===== config.mk =====
export PLATFORM = sky130hd
export DESIGN_NAME = rr_sel3_flat
export DESIGN_NICKNAME = d
export VERILOG_FILES = /design/src/rtl/rr_sel3_pkg.sv /design/src/rtl/rr_sel3_if.sv /design/src/rtl/rr_sel3_pick3.sv /design/src/rtl/rr_sel3.sv /design/src/flat_wrapper.sv
export SDC_FILE = /design/constraint.sdc
export NUM_CORES = 1
export LEC_CHECK = 0
export CORE_UTILIZATION = 40
export DETAILED_ROUTE_END_ITERATION = 8
export GPL_TIMING_DRIVEN = 0
export HOLD_SLACK_MARGIN = 0.03
export PLACE_DENSITY_LB_ADDON = 0.3
export SYNTH_ARGS = -nofsm -noshare
export SYNTH_HDL_FRONTEND = slang
export SYNTH_SLANG_ARGS = --single-unit

===== constraint.sdc =====
create_clock -name clk -period 2.8 [get_ports clk]
set_input_delay 0.56 -clock clk [delete_from_list [all_inputs] [get_ports clk]]
set_output_delay 0.56 -clock clk [all_outputs]
set_load 0.01 [all_outputs]

===== src/rtl/rr_sel3_pkg.sv =====
// rr_sel3_pkg: shared types, select-code constants and small helpers for the
// rr_sel3 round-robin select generator and its channel picker.
//   sel_t    : 2-bit mux select code (0 = no channel, 1..3 = channel B1..B3)
//   state_t  : arbiter FSM state {IDLE, GRANT}
//   next_ch  : round-robin successor of a select code (3 -> 1, 0 -> 1)
//   req_of   : request bit belonging to a select code
//   gnt_of   : one-hot grant vector for a select code
package rr_sel3_pkg;

  typedef logic [1:0] sel_t;

  localparam sel_t SEL_NONE = 2'd0;
  localparam sel_t SEL_CH1  = 2'd1;
  localparam sel_t SEL_CH2  = 2'd2;
  localparam sel_t SEL_CH3  = 2'd3;

  typedef enum logic [0:0] {
    IDLE  = 1'b0,
    GRANT = 1'b1
  } state_t;

  // Successor in the cyclic order 1 -> 2 -> 3 -> 1. A code of 0 behaves like 3
  // so that a search starting from it begins at channel 1.
  function automatic sel_t next_ch(input sel_t c);
    sel_t n;
    case (c)
      SEL_CH1: n = SEL_CH2;
      SEL_CH2: n = SEL_CH3;
      default: n = SEL_CH1;
    endcase
    return n;
  endfunction

  // Request level of the channel named by c; code 0 never requests.
  function automatic logic req_of(input logic [2:0] r, input sel_t c);
    logic b;
    case (c)
      SEL_CH1: b = r[0];
      SEL_CH2: b = r[1];
      SEL_CH3: b = r[2];
      default: b = 1'b0;
    endcase
    return b;
  endfunction

  // One-hot grant matching a select code; all zero for SEL_NONE.
  function automatic logic [2:0] gnt_of(input sel_t c);
    logic [2:0] g;
    case (c)
      SEL_CH1: g = 3'b001;
      SEL_CH2: g = 3'b010;
      SEL_CH3: g = 3'b100;
      default: g = 3'b000;
    endcase
    return g;
  endfunction

endpackage


===== src/rtl/rr_sel3_if.sv =====
// rr_sel3_if: request/grant bundle between the three requesting channels and
// the rr_sel3 arbiter.
//   req  : per-channel level request (bit0 = ch1 .. bit2 = ch3)
//   sel  : registered mux select code, 0 idle, 1..3 granted channel
//   gnt  : registered one-hot grant, same bit order as req
//   busy : high while a grant is active
//   rel  : one-cycle pulse on the cycle after a grant ends
// Modports: master = requester side, slave = arbiter side.
interface rr_sel3_if;
  import rr_sel3_pkg::*;

  logic [2:0] req;
  sel_t       sel;
  logic [2:0] gnt;
  logic       busy;
  logic       rel;

  modport master (
    output req,
    input  sel,
    input  gnt,
    input  busy,
    input  rel
  );

  modport slave (
    input  req,
    output sel,
    output gnt,
    output busy,
    output rel
  );

endinterface


===== src/rtl/rr_sel3_pick3.sv =====
// rr_pick3: combinational round-robin channel finder.
//   req   : in,  per-channel request (bit0 = ch1 .. bit2 = ch3)
//   start : in,  last-granted channel; search order is start+1, +2, +3 (mod 3)
//   found : out, some channel in the search order is requesting
//   ch    : out, first requesting channel found, SEL_NONE when found = 0
module rr_pick3
  import rr_sel3_pkg::*;
(
  input  logic [2:0] req,
  input  sel_t       start,
  output logic       found,
  output sel_t       ch
);

  sel_t cand1_s;
  sel_t cand2_s;
  sel_t cand3_s;

  // The third candidate wraps back to start itself, so a lone requester that
  // was just granted is found again.
  assign cand1_s = next_ch(start);
  assign cand2_s = next_ch(cand1_s);
  assign cand3_s = next_ch(cand2_s);

  // Priority search over the three candidates in round-robin order.
  always_comb begin
    found = 1'b0;
    ch    = SEL_NONE;
    if (req_of(req, cand1_s)) begin
      found = 1'b1;
      ch    = cand1_s;
    end else if (req_of(req, cand2_s)) begin
      found = 1'b1;
      ch    = cand2_s;
    end else if (req_of(req, cand3_s)) begin
      found = 1'b1;
      ch    = cand3_s;
    end else begin
      found = 1'b0;
      ch    = SEL_NONE;
    end
  end

endmodule


===== src/rtl/rr_sel3.sv =====
// rr_sel3: round-robin select generator for the 3:1 channel mux stage.
// Arbitrates three level requests, holds each grant for at most HOLD_CYCLES
// cycles and drives a registered select code plus matching one-hot grant.
//   clk   : in,  rising-edge clock
//   rst_n : in,  asynchronous active-low reset
//   bus   : rr_sel3_if.slave (req in; sel, gnt, busy, rel out, all registered)
// Parameter HOLD_CYCLES (1..255): maximum consecutive cycles of one grant.
module rr_sel3
  import rr_sel3_pkg::*;
#(
  parameter int HOLD_CYCLES = 4
)
(
  input  logic      clk,
  input  logic      rst_n,
  rr_sel3_if.slave  bus
);

  localparam int CW = (HOLD_CYCLES > 1) ? $clog2(HOLD_CYCLES) : 1;
  localparam logic [CW-1:0] CNT_ZERO = CW'(0);
  localparam logic [CW-1:0] CNT_ONE  = CW'(1);
  localparam logic [CW-1:0] CNT_MAX  = CW'(HOLD_CYCLES - 1);

  state_t        state_r;
  state_t        state_n_s;
  sel_t          sel_r;
  sel_t          sel_n_s;
  logic [2:0]    gnt_r;
  logic [2:0]    gnt_n_s;
  logic          busy_r;
  logic          busy_n_s;
  logic          rel_r;
  logic          rel_n_s;
  logic [CW-1:0] cnt_r;
  logic [CW-1:0] cnt_n_s;
  sel_t          last_r;
  sel_t          last_n_s;

  sel_t          start_s;
  logic          found_s;
  sel_t          pick_s;
  logic          release_s;

  // In IDLE the search starts after the last-granted channel; on a release
  // edge the current channel becomes the new "last", so start after it.
  assign start_s = (state_r == GRANT) ? sel_r : last_r;

  rr_pick3 u_pick (
    .req   (bus.req),
    .start (start_s),
    .found (found_s),
    .ch    (pick_s)
  );

  // A grant ends when its own request drops or its hold budget is used up.
  assign release_s = (!req_of(bus.req, sel_r)) || (cnt_r == CNT_MAX);

  // State and output registers.
  always_ff @(posedge clk or negedge rst_n) begin
    if (!rst_n) begin
      state_r <= IDLE;
      sel_r   <= SEL_NONE;
      gnt_r   <= 3'b000;
      busy_r  <= 1'b0;
      rel_r   <= 1'b0;
      cnt_r   <= CNT_ZERO;
      last_r  <= SEL_CH3;
    end else begin
      state_r <= state_n_s;
      sel_r   <= sel_n_s;
      gnt_r   <= gnt_n_s;
      busy_r  <= busy_n_s;
      rel_r   <= rel_n_s;
      cnt_r   <= cnt_n_s;
      last_r  <= last_n_s;
    end
  end

  // Next-state and next-output logic.
  always_comb begin
    state_n_s = state_r;
    sel_n_s   = sel_r;
    gnt_n_s   = gnt_r;
    busy_n_s  = busy_r;
    rel_n_s   = 1'b0;
    cnt_n_s   = cnt_r;
    last_n_s  = last_r;

    case (state_r)
      IDLE: begin
        if (found_s) begin
          state_n_s = GRANT;
          sel_n_s   = pick_s;
          gnt_n_s   = gnt_of(pick_s);
          busy_n_s  = 1'b1;
          cnt_n_s   = CNT_ZERO;
        end else begin
          state_n_s = IDLE;
          sel_n_s   = SEL_NONE;
          gnt_n_s   = 3'b000;
          busy_n_s  = 1'b0;
          cnt_n_s   = CNT_ZERO;
        end
      end

      GRANT: begin
        if (release_s) begin
          last_n_s = sel_r;
          rel_n_s  = 1'b1;
          cnt_n_s  = CNT_ZERO;
          if (found_s) begin
            // Back-to-back handover: no idle cycle between grants.
            state_n_s = GRANT;
            sel_n_s   = pick_s;
            gnt_n_s   = gnt_of(pick_s);
            busy_n_s  = 1'b1;
          end else begin
            state_n_s = IDLE;
            sel_n_s   = SEL_NONE;
            gnt_n_s   = 3'b000;
            busy_n_s  = 1'b0;
          end
        end else begin
          cnt_n_s = cnt_r + CNT_ONE;
        end
      end

      default: begin
        state_n_s = IDLE;
        sel_n_s   = SEL_NONE;
        gnt_n_s   = 3'b000;
        busy_n_s  = 1'b0;
        cnt_n_s   = CNT_ZERO;
        last_n_s  = SEL_CH3;
      end
    endcase
  end

  assign bus.sel  = sel_r;
  assign bus.gnt  = gnt_r;
  assign bus.busy = busy_r;
  assign bus.rel  = rel_r;

endmodule


===== src/flat_wrapper.sv =====
// flat-port wrapper written by rule: the top's interface ports become plain ports
module rr_sel3_flat import rr_sel3_pkg::*;
#(
  parameter int HOLD_CYCLES = 4
)
  (clk, rst_n, bus_req, bus_sel, bus_gnt, bus_busy, bus_rel);
  rr_sel3_if bus_i ();
  input  logic clk;
  input  logic rst_n;
  input wire logic [$bits(bus_i.req)-1:0] bus_req;
  output wire logic [$bits(bus_i.sel)-1:0] bus_sel;
  output wire logic [$bits(bus_i.gnt)-1:0] bus_gnt;
  output wire logic [$bits(bus_i.busy)-1:0] bus_busy;
  output wire logic [$bits(bus_i.rel)-1:0] bus_rel;
  assign bus_i.req = bus_req;
  assign bus_sel = bus_i.sel;
  assign bus_gnt = bus_i.gnt;
  assign bus_busy = bus_i.busy;
  assign bus_rel = bus_i.rel;
  rr_sel3 #(.HOLD_CYCLES(HOLD_CYCLES)) u_core (.clk(clk), .rst_n(rst_n), .bus(bus_i));
endmodule

### Word-level counts from Yosys, hierarchy flattened

Index checks and enable logic that the tools add are counted.

| word-level totals | value |
|---|---|
| input port bits | 5 |
| output and inout bits | 7 |
| logic and storage cells | 64 |
| register bits | 12 |

| cells by class | value |
|---|---|
| equal/unequal tests | 19 |
| $add $sub $neg | 1 |
| mux-type cells | 33 |
| reduce and logical (&&, ||, !) cells | 3 |
| bitwise operators | 1 |

Operators by type and width:

| kind | number |
|---|---|
| $eq A2 B2 Y1 const B | 12 |
| $pmux W2 S2 | 5 |
| $mux W2 | 7 |
| $eq A2 B1 Y1 const B | 6 |
| $pmux W1 S3 | 4 |
| $mux W1 | 11 |
| $pmux W3 S3 | 1 |
| $mux W3 | 2 |
| $pmux W3 S2 | 1 |
| $pmux W1 S2 | 2 |
| $add A2 B1 Y2 const B | 1 |
| $ne A2 B2 Y1 const B | 1 |
| $reduce_and A2 Y1 | 1 |
| $logic_not A1 Y1 | 1 |
| $logic_or A1 B1 Y1 | 1 |
| $not A1 Y1 | 1 |

### Logic depth before layout (Yosys ltp)

Gate-level depths: netlist of run 1.

| logic depth | value |
|---|---|
| depth in word-level cells | 19 |
| mapped depth | 8 |
| depth with buffers taken out | 7 |

### Hierarchy

Synthesis of run 1 repeated with hierarchy kept, for this count alone.

| unflattened totals | value |
|---|---|
| cells, all modules | 76 |
| area total of the unflattened synthesis | 784.5 um2 |

Modules (own cells, without submodules):

| module | times used | area an instance (um2) | sequential area each (um2) | cells an instance |
|---|---|---|---|---|
| rr_sel3 | 1 | 568.0 | 302.8 | 43 |
| rr_pick3 | 1 | 216.5 | 0.0 | 33 |

### Worst setup path before layout of run 1

Ideal clock, no wire load.

| path | value |
|---|---|
| path type | register to register |
| start point | register u_core.sel_r[1], in the netlist u_core.bus.sel[1] |
| end point | register u_core.busy_r, in the netlist u_core.bus.busy |
| path buffers | 1 |
| data required time | 2.675 ns |
| cell stages (with the launch flop) | 9 |
| library setup time | 0.125 ns |
| arrival | 2.363 ns |
| slack | 0.312 ns |
| clock period less this slack | 2.488 ns |
| cell sequence | dfrtp_1 -> mux2i_1 -> inv_1 -> ha_1 -> buf_6 -> a222oi_1 -> a21oi_1 -> or4_1 -> mux2_4 |

| between the ends | value |
|---|---|
| longest elaborated chain between the ends | 17 |
| elaborated cells between the ends (all ways) | 34 |
| those cells by class | 15 x eq/ne; 17 x mux; 2 x reduce/logical |

Ends and longest elaborated chain:

| element | RTL line | text |
|---|---|---|
| start: declaration | rr_sel3.sv:26 | `sel_t sel_r;` |
| start signal: assignment | rr_sel3.sv:70 | `sel_r <= sel_n_s;` |
| $mux W2 | rr_sel3.sv:46 | `assign start_s = (state_r == GRANT) ? sel_r : last_r;` |
| $eq A2 B2 Y1 / $eq A2 B1 Y1 (equally long branches) | rr_sel3_pkg.sv:26 | `case (c)` |
| $pmux W2 S2 | rr_sel3_pkg.sv:26 |  |
| $eq A2 B2 Y1 / $eq A2 B1 Y1 (equally long branches) | rr_sel3_pkg.sv:26, rr_sel3_pkg.sv:37 |  |
| $pmux W2 S2 | rr_sel3_pkg.sv:26 |  |
| $eq A2 B2 Y1 / $eq A2 B1 Y1 (equally long branches) | rr_sel3_pkg.sv:26, rr_sel3_pkg.sv:37 |  |
| $pmux W2 S2 | rr_sel3_pkg.sv:26 |  |
| $eq A2 B2 Y1 / $eq A2 B1 Y1 (equally long branches) | rr_sel3_pkg.sv:37 | `case (c)` |
| $pmux W1 S3 | rr_sel3_pkg.sv:37 |  |
| $mux W1 | rr_sel3_pick3.sv:32 | `end else if (req_of(req, cand2_s)) begin` |
| $mux W1 | rr_sel3_pick3.sv:29 | `if (req_of(req, cand1_s)) begin` |
| $mux W1 | rr_sel3_pick3.sv:35 | `end else if (req_of(req, cand3_s)) begin` |
| $mux W1 | rr_sel3_pick3.sv:32 |  |
| $mux W1 | rr_sel3_pick3.sv:29 |  |
| $mux W1 | rr_sel3.sv:91, rr_sel3.sv:111 |  |
| $mux W1 | rr_sel3.sv:107 | `if (release_s) begin` |
| $pmux W1 S2 | rr_sel3.sv:89 | `case (state_r)` |
| end signal: assignment | rr_sel3.sv:72 | `busy_r <= busy_n_s;` |
| end: declaration | rr_sel3.sv:30 | `logic busy_r;` |

Parallel ways exist; a longest one is shown, timed or not. The select of a mux whose other input is x is not followed.
A chain may end at the register's enable or synchronous reset.

### Worst setup path in the final report of run 1

| path | value |
|---|---|
| start point | register u_core.state_r |
| end point | register u_core.busy_r, in the netlist u_core.bus.busy |

| between the ends | value |
|---|---|
| longest elaborated chain between the ends | 17 |
| elaborated cells between the ends (all ways) | 29 |
| those cells by class | 12 x eq/ne; 16 x mux; 1 x bitwise |

Ends and longest elaborated chain:

| element | RTL line | text |
|---|---|---|
| start: declaration | rr_sel3.sv:24 | `state_t state_r;` |
| start signal: assignment | rr_sel3.sv:69 | `state_r <= state_n_s;` |
| $mux W2 | rr_sel3.sv:46 |  |
| $eq A2 B2 Y1 / $eq A2 B1 Y1 (equally long branches) | rr_sel3_pkg.sv:26 |  |
| $pmux W2 S2 | rr_sel3_pkg.sv:26 |  |
| $eq A2 B2 Y1 / $eq A2 B1 Y1 (equally long branches) | rr_sel3_pkg.sv:26, rr_sel3_pkg.sv:37 |  |
| $pmux W2 S2 | rr_sel3_pkg.sv:26 |  |
| $eq A2 B2 Y1 / $eq A2 B1 Y1 (equally long branches) | rr_sel3_pkg.sv:26, rr_sel3_pkg.sv:37 |  |
| $pmux W2 S2 | rr_sel3_pkg.sv:26 |  |
| $eq A2 B2 Y1 / $eq A2 B1 Y1 (equally long branches) | rr_sel3_pkg.sv:37 |  |
| $pmux W1 S3 | rr_sel3_pkg.sv:37 |  |
| $mux W1 | rr_sel3_pick3.sv:32 |  |
| $mux W1 | rr_sel3_pick3.sv:29 |  |
| $mux W1 | rr_sel3_pick3.sv:35 |  |
| $mux W1 | rr_sel3_pick3.sv:32 |  |
| $mux W1 | rr_sel3_pick3.sv:29 |  |
| $mux W1 | rr_sel3.sv:91, rr_sel3.sv:111 |  |
| $mux W1 | rr_sel3.sv:107 |  |
| $pmux W1 S2 | rr_sel3.sv:89 |  |

Parallel ways exist; a longest one is shown, timed or not. The select of a mux whose other input is x is not followed.

==> run metrics, run 1 <==
total track usage=17.2%; worst hold-check path type=register to register; number of iterations in the first detailed-routing pass=4; mapped cell area=763 sq um; # H-tree levels=1; Synth top area share=32.8%; data arrival time at the worst-slack endpoint=2.86 ns; CP Capture Type=register; final non-filler cell area=991 sq um; max cap viols=0; Post-CTS Hold Buffers=0; Layout Cells excl Fill=114; Reg clk slew, reported paths=0.08 ns; crit-path max FO=10; total wire length=1650 um; Mapped Cells=71; number of setup violations in the final report=0; Detail Placement HPWL=1120 um; commonest cells after routing, fill and taps aside=clkdlybuf4s50_1, dfrtp_1, inv_1, buf_4, ha_1; portion of the post-synthesis area used by sequential elements=39.7%; most used flip-flop cell after synthesis=dfrtp_1; antenna viol nets, final=0; run status=complete, no violations; class of the most critical setup path=register to register; post-synthesis average cell area=10.7 sq um; pin count of the biggest net entering global routing=13; area growth from synthesis to layout=29.8%; FP Rows=15; number of buffers inserted by port buffering=10; number of buffers added by the clock tree synthesis step=3; Yosys reg bits=12; share of synthesized registers carrying an async set or reset=100%; average routed wire per standard cell=14.5 um; overall overflow remaining after global route=0; post-layout utilization of the core=56.2%; maximum clock insertion buffer count=2; number of remaining DRC errors=0; clock tree skew after final layout=0.00669 ns; required time at the worst-slack endpoint=2.97 ns; final weighted congestion of routability-driven global placement=0.830; initial antenna violation count=0; via count=639; wire length of the first global-routing pass=2460 um; clock insertion delay at the later pin of the skew report=0.28 ns; most common cell after layout, fill and taps aside=clkdlybuf4s50_1; standard cell core area=0.00176 sq mm; die width=45.7 um; Inst Count DP=106; warnings from Yosys=0; average vias per placed instance=5.61; Root Driver=clkbuf_4; distinct cell type count after synthesis=33; CTS tree=built; I/O pin total=12; initial cell density of the core=43.3%; nature of the critical path startpoint=register; Fin. Hold Viols=0; min cycle time layout=2.70 ns; most area-consuming cells after synthesis=dfrtp_1, ha_1, dfstp_2, mux2i_1, a22oi_1; measured slew at the worst slew-check pin=0.526 ns; net count reported at finish=100; proportion of layout cells with a drive suffix above 1=28.1%; Yosys top cell by area=dfrtp_1; die span in y=45.7 um; number of antenna repair diodes=0; worst relative slew slack=64.8%; vias in the first global route=554; number of flops mapped to enable cells by yosys=0; count of routing violations after the opening detailed-route iteration=17; net count after synthesis=81; timing-limited maximum frequency=371 MHz; full die area=0.00209 sq mm; Slew Viols, Final=0; TNS Setup=0 ns; portion of the clock cycle consumed by the worst path in the final layout=96.3%; TritonCTS Sinks=12; Area after DPL=895 sq um
per-layer routing:
layer	wire length, um	GRT usage [%]
met5	0	0
met4	16	7.27
met3	65	4.76
met2	843	28.3
met1	724	21.0
synth_stat cells (3+ instances only):
library cell   n
a22oi_1        4
dfrtp_1       10
ha_1           5
inv_1          5
mux2i_1        4
nand3_1        3
nor2_1         4
o31ai_1        3
final timing paths:
path,endpoint,from,depth (start not counted),slack (ns)
worst max-delay path,u_core.bus.busy,u_core.state_r,9,0.10
max in group asynchronous,u_core.bus.sel[1],rst_n,1,1.80
worst min register to register,u_core.cnt_r[0],u_core.cnt_r[0],1,0.43
min in group asynchronous,u_core.bus.busy,rst_n,1,0.63
worst min-delay path,u_core.cnt_r[0],u_core.cnt_r[0],1,0.43
worst max register to register,u_core.bus.busy,u_core.state_r,9,0.10
registers in the layout, summed over array words and instances (netlist names):
register         count
u_core.bus.rel       1
u_core.last_r        2
u_core.state_r       1
u_core.bus.sel       2
u_core.cnt_r         2
u_core.bus.busy      1
u_core.bus.gnt       3
metrics by stage:
step | hold WS (ns) | worst slack (ns)
finish | 0.432 | 0.105
floorplan | 0.264 | 0.312
CTS | 0.437 | 0.0486
global route | 0.450 | -0.00599
global placement | 0.428 | 0.155
detailed placement | 0.427 | 0.0663
final cells by class:
cell class	count	area, sq um
timing repair buffer	14	130
sequential	12	305
clock buffer	4	36.3
buffer	3	30.0
inverter	5	18.8
fill	174	773
tap	25	31.3
multi-input combinational	51	439
kinds of logic after synthesis:
| group | after synthesis | share of synthesized area, % |
|---|---|---|
| AO/OA/AOI/OAI | 20 | 20.8 |
| AND/OR/NAND/NOR | 17 | 11.8 |
| flip-flops | 12 | 39.7 |
| multiplexers | 9 | 13.1 |
| buffers and inverters | 8 | 6.39 |
| adder cells (fa/ha/maj) | 5 | 8.20 |
worst max-delay path, stage by stage (launching register included):
cell      delay [ns]
dfrtp_2         0.44
mux2i_2         0.31
inv_1           0.11
ha_1            0.20
buf_4           0.16
a222oi_1        0.42
buf_4           0.19
a21oi_1         0.04
or4_4           0.44
mux2_4          0.28
what timing repair did:
item | in CTS | in global routing
gates resized for setup | 0 | 7
buffers inserted | 0 | 4
endpoints found under the setup margin | 0 | 6
Power of run 1 is not shown: default switching activity piles up to over one toggle a cycle in this logic, so the estimate is an artifact.
==> run 2: changes to the inputs <==
Settings changed: CELL_PAD_IN_SITES_DETAIL_PLACEMENT set to 1, CELL_PAD_IN_SITES_GLOBAL_PLACEMENT set to 2, CORE_UTILIZATION 40 to 33.
==> run 2 against run 1 <==
Clock skew down 0.0015 ns. Non-clock buffer count down 1. Die area up 20%. Highest routed layer unchanged. Flip-flop and latch count unchanged. Maximum frequency up 0.67%. Critical path depth unchanged. Final area down 1.5%. First-iteration DRC count down 5.9%. Final cell count up 1.8%. Worst hold slack better by 0.0061 ns. Utilization down 12 points. Critical path type unchanged.
==> run metrics, run 2 (synthesized netlist as in run 1, its figures left out) <==
Slew Viols, Final=0 (unchanged); full die area=0.00251 sq mm (+20%); run status=complete, no violations; measured slew at the worst slew-check pin=0.509 ns (-0.0178 ns); number of setup violations in the final report=0 (unchanged); Reg clk slew, reported paths=0.08 ns (about the same); CP max-delay cell=or4_1; worst reg-to-reg setup slack=0.12 ns (+0.02 ns); Layout Cells excl Fill=116 (+1.8%); TritonCTS Sinks=12 (unchanged); number of antenna repair diodes=0 (unchanged); min cycle time layout=2.68 ns (-0.0178 ns); via count=628 (-1.7%); number of flip-flops under the largest register name=3 (unchanged); number of buffers inserted by port buffering=10 (unchanged); worst reg-to-reg path cell count=9 (unchanged); final weighted congestion of routability-driven global placement=0.731 (-12%); nature of the critical path startpoint=register; FP Rows=17 (+2); standard cell core area=0.00219 sq mm (+24%); clock insertion delay at the later pin of the skew report=0.27 ns (about the same); CP Capture Type=register; unrepaired setup endpoints after global routing=false; average vias per placed instance=5.41 (-3.4%); total track usage=15.2% (-2.1 points); die width=50.1 um (+9.7%); TNS Setup=0 ns (unchanged); total wire length=1640 um (-0.30%); pin count of the biggest net entering global routing=13 (unchanged); number of iterations in the first detailed-routing pass=4 (unchanged); CP peak stage delay=0.50 ns (+0.06 ns); CP endpoint=u_core.bus.busy; I/O pin total=12 (unchanged); proportion of layout cells with a drive suffix above 1=25.0% (-3.1 points); CTS tree=built; Worst R2R Start=u_core.state_r; clock tree skew after final layout=0.00515 ns (-0.00154 ns); average routed wire per standard cell=14.2 um (-2.0%); area growth from synthesis to layout=27.9%; portion of the clock cycle consumed by the worst path in the final layout=95.6% (-0.64 points); # H-tree levels=1 (unchanged); class of the most critical setup path=register to register; Detail Placement HPWL=1250 um (+12%); most common cell after layout, fill and taps aside=clkdlybuf4s50_1; commonest cells after routing, fill and taps aside=clkdlybuf4s50_1, dfrtp_1, inv_1, ha_1; data arrival time at the worst-slack endpoint=2.84 ns (-0.02 ns); required time at the worst-slack endpoint=2.96 ns (about the same); initial cell density of the core=34.8% (-8.4 points); antenna viol nets, final=0 (unchanged); end of the worst register-to-register path=u_core.bus.busy; Root Driver=clkbuf_4; Layout fillers=256 (+47%); number of buffers added by the clock tree synthesis step=3 (unchanged); worst relative slew slack=65.1% (+0.33 points); max cap viols=0 (unchanged); family with the most delay on the worst path=simple AND/OR/NAND/NOR gates; wire length of the first global-routing pass=2850 um (+16%); vias in the first global route=606 (+9.4%); worst hold-check path type=register to register; instance count on the critical path=9 (unchanged); number of remaining DRC errors=0 (unchanged); initial antenna violation count=0 (unchanged); Fin. Hold Viols=0 (unchanged); timing-limited maximum frequency=374 MHz (+0.67%); die span in y=50.1 um (+9.7%); hold path cells=1 (unchanged); maximum clock insertion buffer count=2 (unchanged); origin of the worst setup path=u_core.state_r; crit-path max FO=10 (unchanged); count of buffering cells on the critical path with inverters included=3 (unchanged); count of routing violations after the opening detailed-route iteration=16 (-1); net count reported at finish=99 (-1.0%); worst-path cell chain=mux2i_2 > buf_4 > ha_1 > buf_6 > a222oi_1 > buf_4 > a21oi_1 > or4_1 > mux2_4; Worst path most repeated cell=buf_4; overall overflow remaining after global route=0 (unchanged); Inst Count DP=109 (+2.8%)
[run 2: cell types whose count changed in the layout (fill, tap and decap cells not counted)]
cell	delta
or4_4	-1
o32ai_2	-1
o32ai_1	+1
buf_4	-1
or4_1	+1
[run 2: cell type report]
class / count / area, sq um / share of cell area (%)
multi-input combinational: 51 / 428 / 43.8
sequential: 12 / 305 / 31.3
timing repair buffer: 13 / 123 / 12.6
clock buffer: 4 / 36.3 / 3.72
tap: 28 / 35.0 / 3.59
buffer: 3 / 30.0 / 3.08
inverter: 5 / 18.8 / 1.92
[run 2: through the flow]
stage	worst slack (ns)	hold slack [ns]	utilization (%)	instance area, sq um
6_report	0.123	0.438	44.5	976
5_1_grt	0.0243	0.457	44.5	976
4_1_cts	0.0225	0.443	42.7	935
3_5_place_dp	0.0604	0.429	41.0	898
3_3_place_gp	0.109	0.429	41.0	898
2_1_floorplan	0.312	0.264	-	763
[run 2: worst min-delay path by stage]
stage	from	to	slack (ns)
floorplan	rst_n	u_core.bus.busy	0.26
global placement	u_core.cnt_r[0]	u_core.cnt_r[0]	0.43
detailed placement	u_core.cnt_r[0]	u_core.cnt_r[0]	0.43
CTS	u_core.cnt_r[0]	u_core.cnt_r[0]	0.44
global route	u_core.cnt_r[0]	u_core.cnt_r[0]	0.46
finish	u_core.cnt_r[0]	u_core.cnt_r[0]	0.44
[run 2: what timing repair did]
action                     4_1_cts  5_1_grt
setup endpoints to repair        0        6
resized for setup                0        5
hold buffers                     0        0
buffers inserted                 0        3
[run 2: worst reg2reg max path: stages (launching register included)]
cell,delay [ns]
dfrtp_2,0.47
mux2i_2,0.18
buf_4,0.15
ha_1,0.29
buf_6,0.14
a222oi_1,0.34
buf_4,0.19
a21oi_1,0.04
or4_1,0.50
mux2_4,0.27
[run 2: per-layer routing]
layer | GRT usage [%] | vias up | share of wire (%)
li1 | - | 302 | -
met1 | 20.2 | 312 | 47
met2 | 24.0 | 12 | 49
met3 | 2.78 | 2 | 2.8
met4 | 5.71 | 0 | 0.73
met5 | 0 | - | 0
Power of run 2 is left out for the same reason.
==> run 3: changes to the inputs <==
Settings changed: PLACE_DENSITY set to 0.87, PLACE_DENSITY_LB_ADDON 0.3 to unset.
==> run 3 against run 2 <==
Setup slack lost 0.036 ns. Flip-flop and latch count unchanged. Non-clock buffer count fell by 2. First-iteration DRC count did not move. Sequential share of layout area up 0.40 points. Die area unchanged. Routed wire length is 0.91% higher. Critical path depth down 1. Largest cell class unchanged.
==> run metrics, run 3 (synthesized netlist as in run 1, its figures left out) <==
initial cell density of the core=34.8% (unchanged); number of antenna repair diodes=0 (unchanged); CTS tree=built; max cap viols=0 (unchanged); total wire length=1660 um (+0.91%); Slew Viols, Final=0 (unchanged); Fin. Hold Viols=0 (unchanged); post-layout utilization of the core=43.8% (-0.74 points); number of buffers inserted by port buffering=10 (unchanged); I/O pin total=12 (unchanged); Detail Placement HPWL=1310 um (+4.6%); hold path cells=1 (unchanged); run status=complete, no violations; average routed wire per standard cell=14.6 um (+2.7%); data arrival time at the worst-slack endpoint=2.87 ns (+0.03 ns); Root Driver=clkbuf_4; number of buffers added by the clock tree synthesis step=3 (unchanged); worst reg-to-reg path cell count=8 (-1); via count=642 (+2.2%); number of setup violations in the final report=0 (unchanged); CP Capture Type=register; timing-limited maximum frequency=368 MHz (-1.3%); measured slew at the worst slew-check pin=0.532 ns (+0.0235 ns); CP max-delay cell=a222oi_1; proportion of layout cells with a drive suffix above 1=22.1% (-2.9 points); Met2 Wirelength=869 um (+7.2%); worst hold-check path type=register to register; net count reported at finish=97 (-2.0%); total track usage=15.3% (+0.16 points); portion of the clock cycle consumed by the worst path in the final layout=96.9% (+1.3 points); detailed-route wire length on metal 1=706 um (-8.7%); post-route worst hold slack=0.449 ns (+0.0104 ns); worst relative slew slack=64.4% (-0.71 points); FP Rows=17 (unchanged); commonest cells after routing, fill and taps aside=clkdlybuf4s50_1, dfrtp_1, inv_1, ha_1; worst reg-to-reg setup slack=0.09 ns (-0.04 ns); number of iterations in the first detailed-routing pass=5 (+1); unrepaired setup endpoints after global routing=false; class of the most critical setup path=register to register; number of remaining DRC errors=0 (unchanged); highest routing layer actually used=met4; antenna viol nets, final=0 (unchanged); wire length of the first global-routing pass=2860 um (+0.25%); TritonCTS Sinks=12 (unchanged); Layout fillers=254 (-0.78%); die span in y=50.1 um (unchanged); CP peak stage delay=0.49 ns (about the same); count of routing violations after the opening detailed-route iteration=16 (unchanged); worst-path cell chain=mux2i_2 > inv_1 > ha_1 > buf_4 > a222oi_1 > o32ai_1 > a221o_1 > mux2_2; min cycle time layout=2.71 ns (+0.0365 ns); wire length on met3=47 um (+2.2%); maximum clock insertion buffer count=2 (unchanged); initial antenna violation count=0 (unchanged); most common cell after layout, fill and taps aside=clkdlybuf4s50_1; vias in the first global route=631 (+4.1%); standard cell core area=0.00219 sq mm (unchanged); pin count of the biggest net entering global routing=13 (unchanged); die width=50.1 um (unchanged); TNS Setup=0 ns (unchanged); clock tree skew after final layout=0.00533 ns (+0.000174 ns); nature of the critical path startpoint=register; area growth from synthesis to layout=25.7%; overall overflow remaining after global route=0 (unchanged); number of flip-flops under the largest register name=3 (unchanged); crit-path max FO=10 (unchanged); required time at the worst-slack endpoint=2.96 ns (about the same); # H-tree levels=1 (unchanged); clock insertion delay at the later pin of the skew report=0.27 ns (about the same); Reg clk slew, reported paths=0.08 ns (about the same); average vias per placed instance=5.63 (+4.0%); full die area=0.00251 sq mm (unchanged); final weighted congestion of routability-driven global placement=0.763 (+4.3%)
run 3: cell count changes in the layout (fill, tap and decap cells not counted), sizes merged:
cell,before,now
buf,6,4
run 3: timing repair:
| action | in CTS | in global routing |
|---|---|---|
| pin swaps | 0 | 1 |
| buffers inserted | 0 | 1 |
| endpoints found under the setup margin | 1 | 4 |
| endpoints found under the hold margin | 0 | 0 |
| gates resized for setup | 1 | 3 |
| hold buffers | 0 | 0 |
run 3: area by class of cell:
type / instances / area [sq um] / area share, %
clock buffer: 4 / 36.3 / 3.78
multi-input combinational: 51 / 428 / 44.6
tap: 28 / 35.0 / 3.65
sequential: 12 / 304 / 31.7
timing repair buffer: 11 / 108 / 11.2
inverter: 5 / 18.8 / 1.96
buffer: 3 / 30.0 / 3.13
run 3: final timing paths:
| kind | end | start |
|---|---|---|
| max | u_core.bus.sel[1] | u_core.state_r |
| min | u_core.cnt_r[0] | u_core.cnt_r[0] |
| max reg2reg | u_core.bus.sel[1] | u_core.state_r |
| min reg2reg | u_core.cnt_r[0] | u_core.cnt_r[0] |
| max in group asynchronous | u_core.state_r | rst_n |
| min in group asynchronous | u_core.bus.busy | rst_n |
run 3: layer usage:
| metal | global-route usage, % | vias up |
|---|---|---|
| li1 | - | 298 |
| met1 | 17.5 | 327 |
| met5 | 0 | - |
| met3 | 2.16 | 4 |
| met4 | 8.57 | 0 |
| met2 | 26.9 | 13 |
run 3: critical path, delay by kind of cell, from the launching register on:
kind,cells,cell delay [ns]
DFF,1,0.44
muxes,2,0.59
adders and majority gates,1,0.20
AOI/OAI and AO/OA,3,1.09
buffers and inverters,2,0.26
run 3: stage by stage:
step	setup slack, ns	std cells	area, sq um
floorplan	0.312	71	763
global placement	0.137	109	898
detailed placement	0.0201	109	898
CTS	0.0389	113	938
global route	0.0108	114	960
finish	0.0862	114	960
Power of run 3 is left out for the same reason.
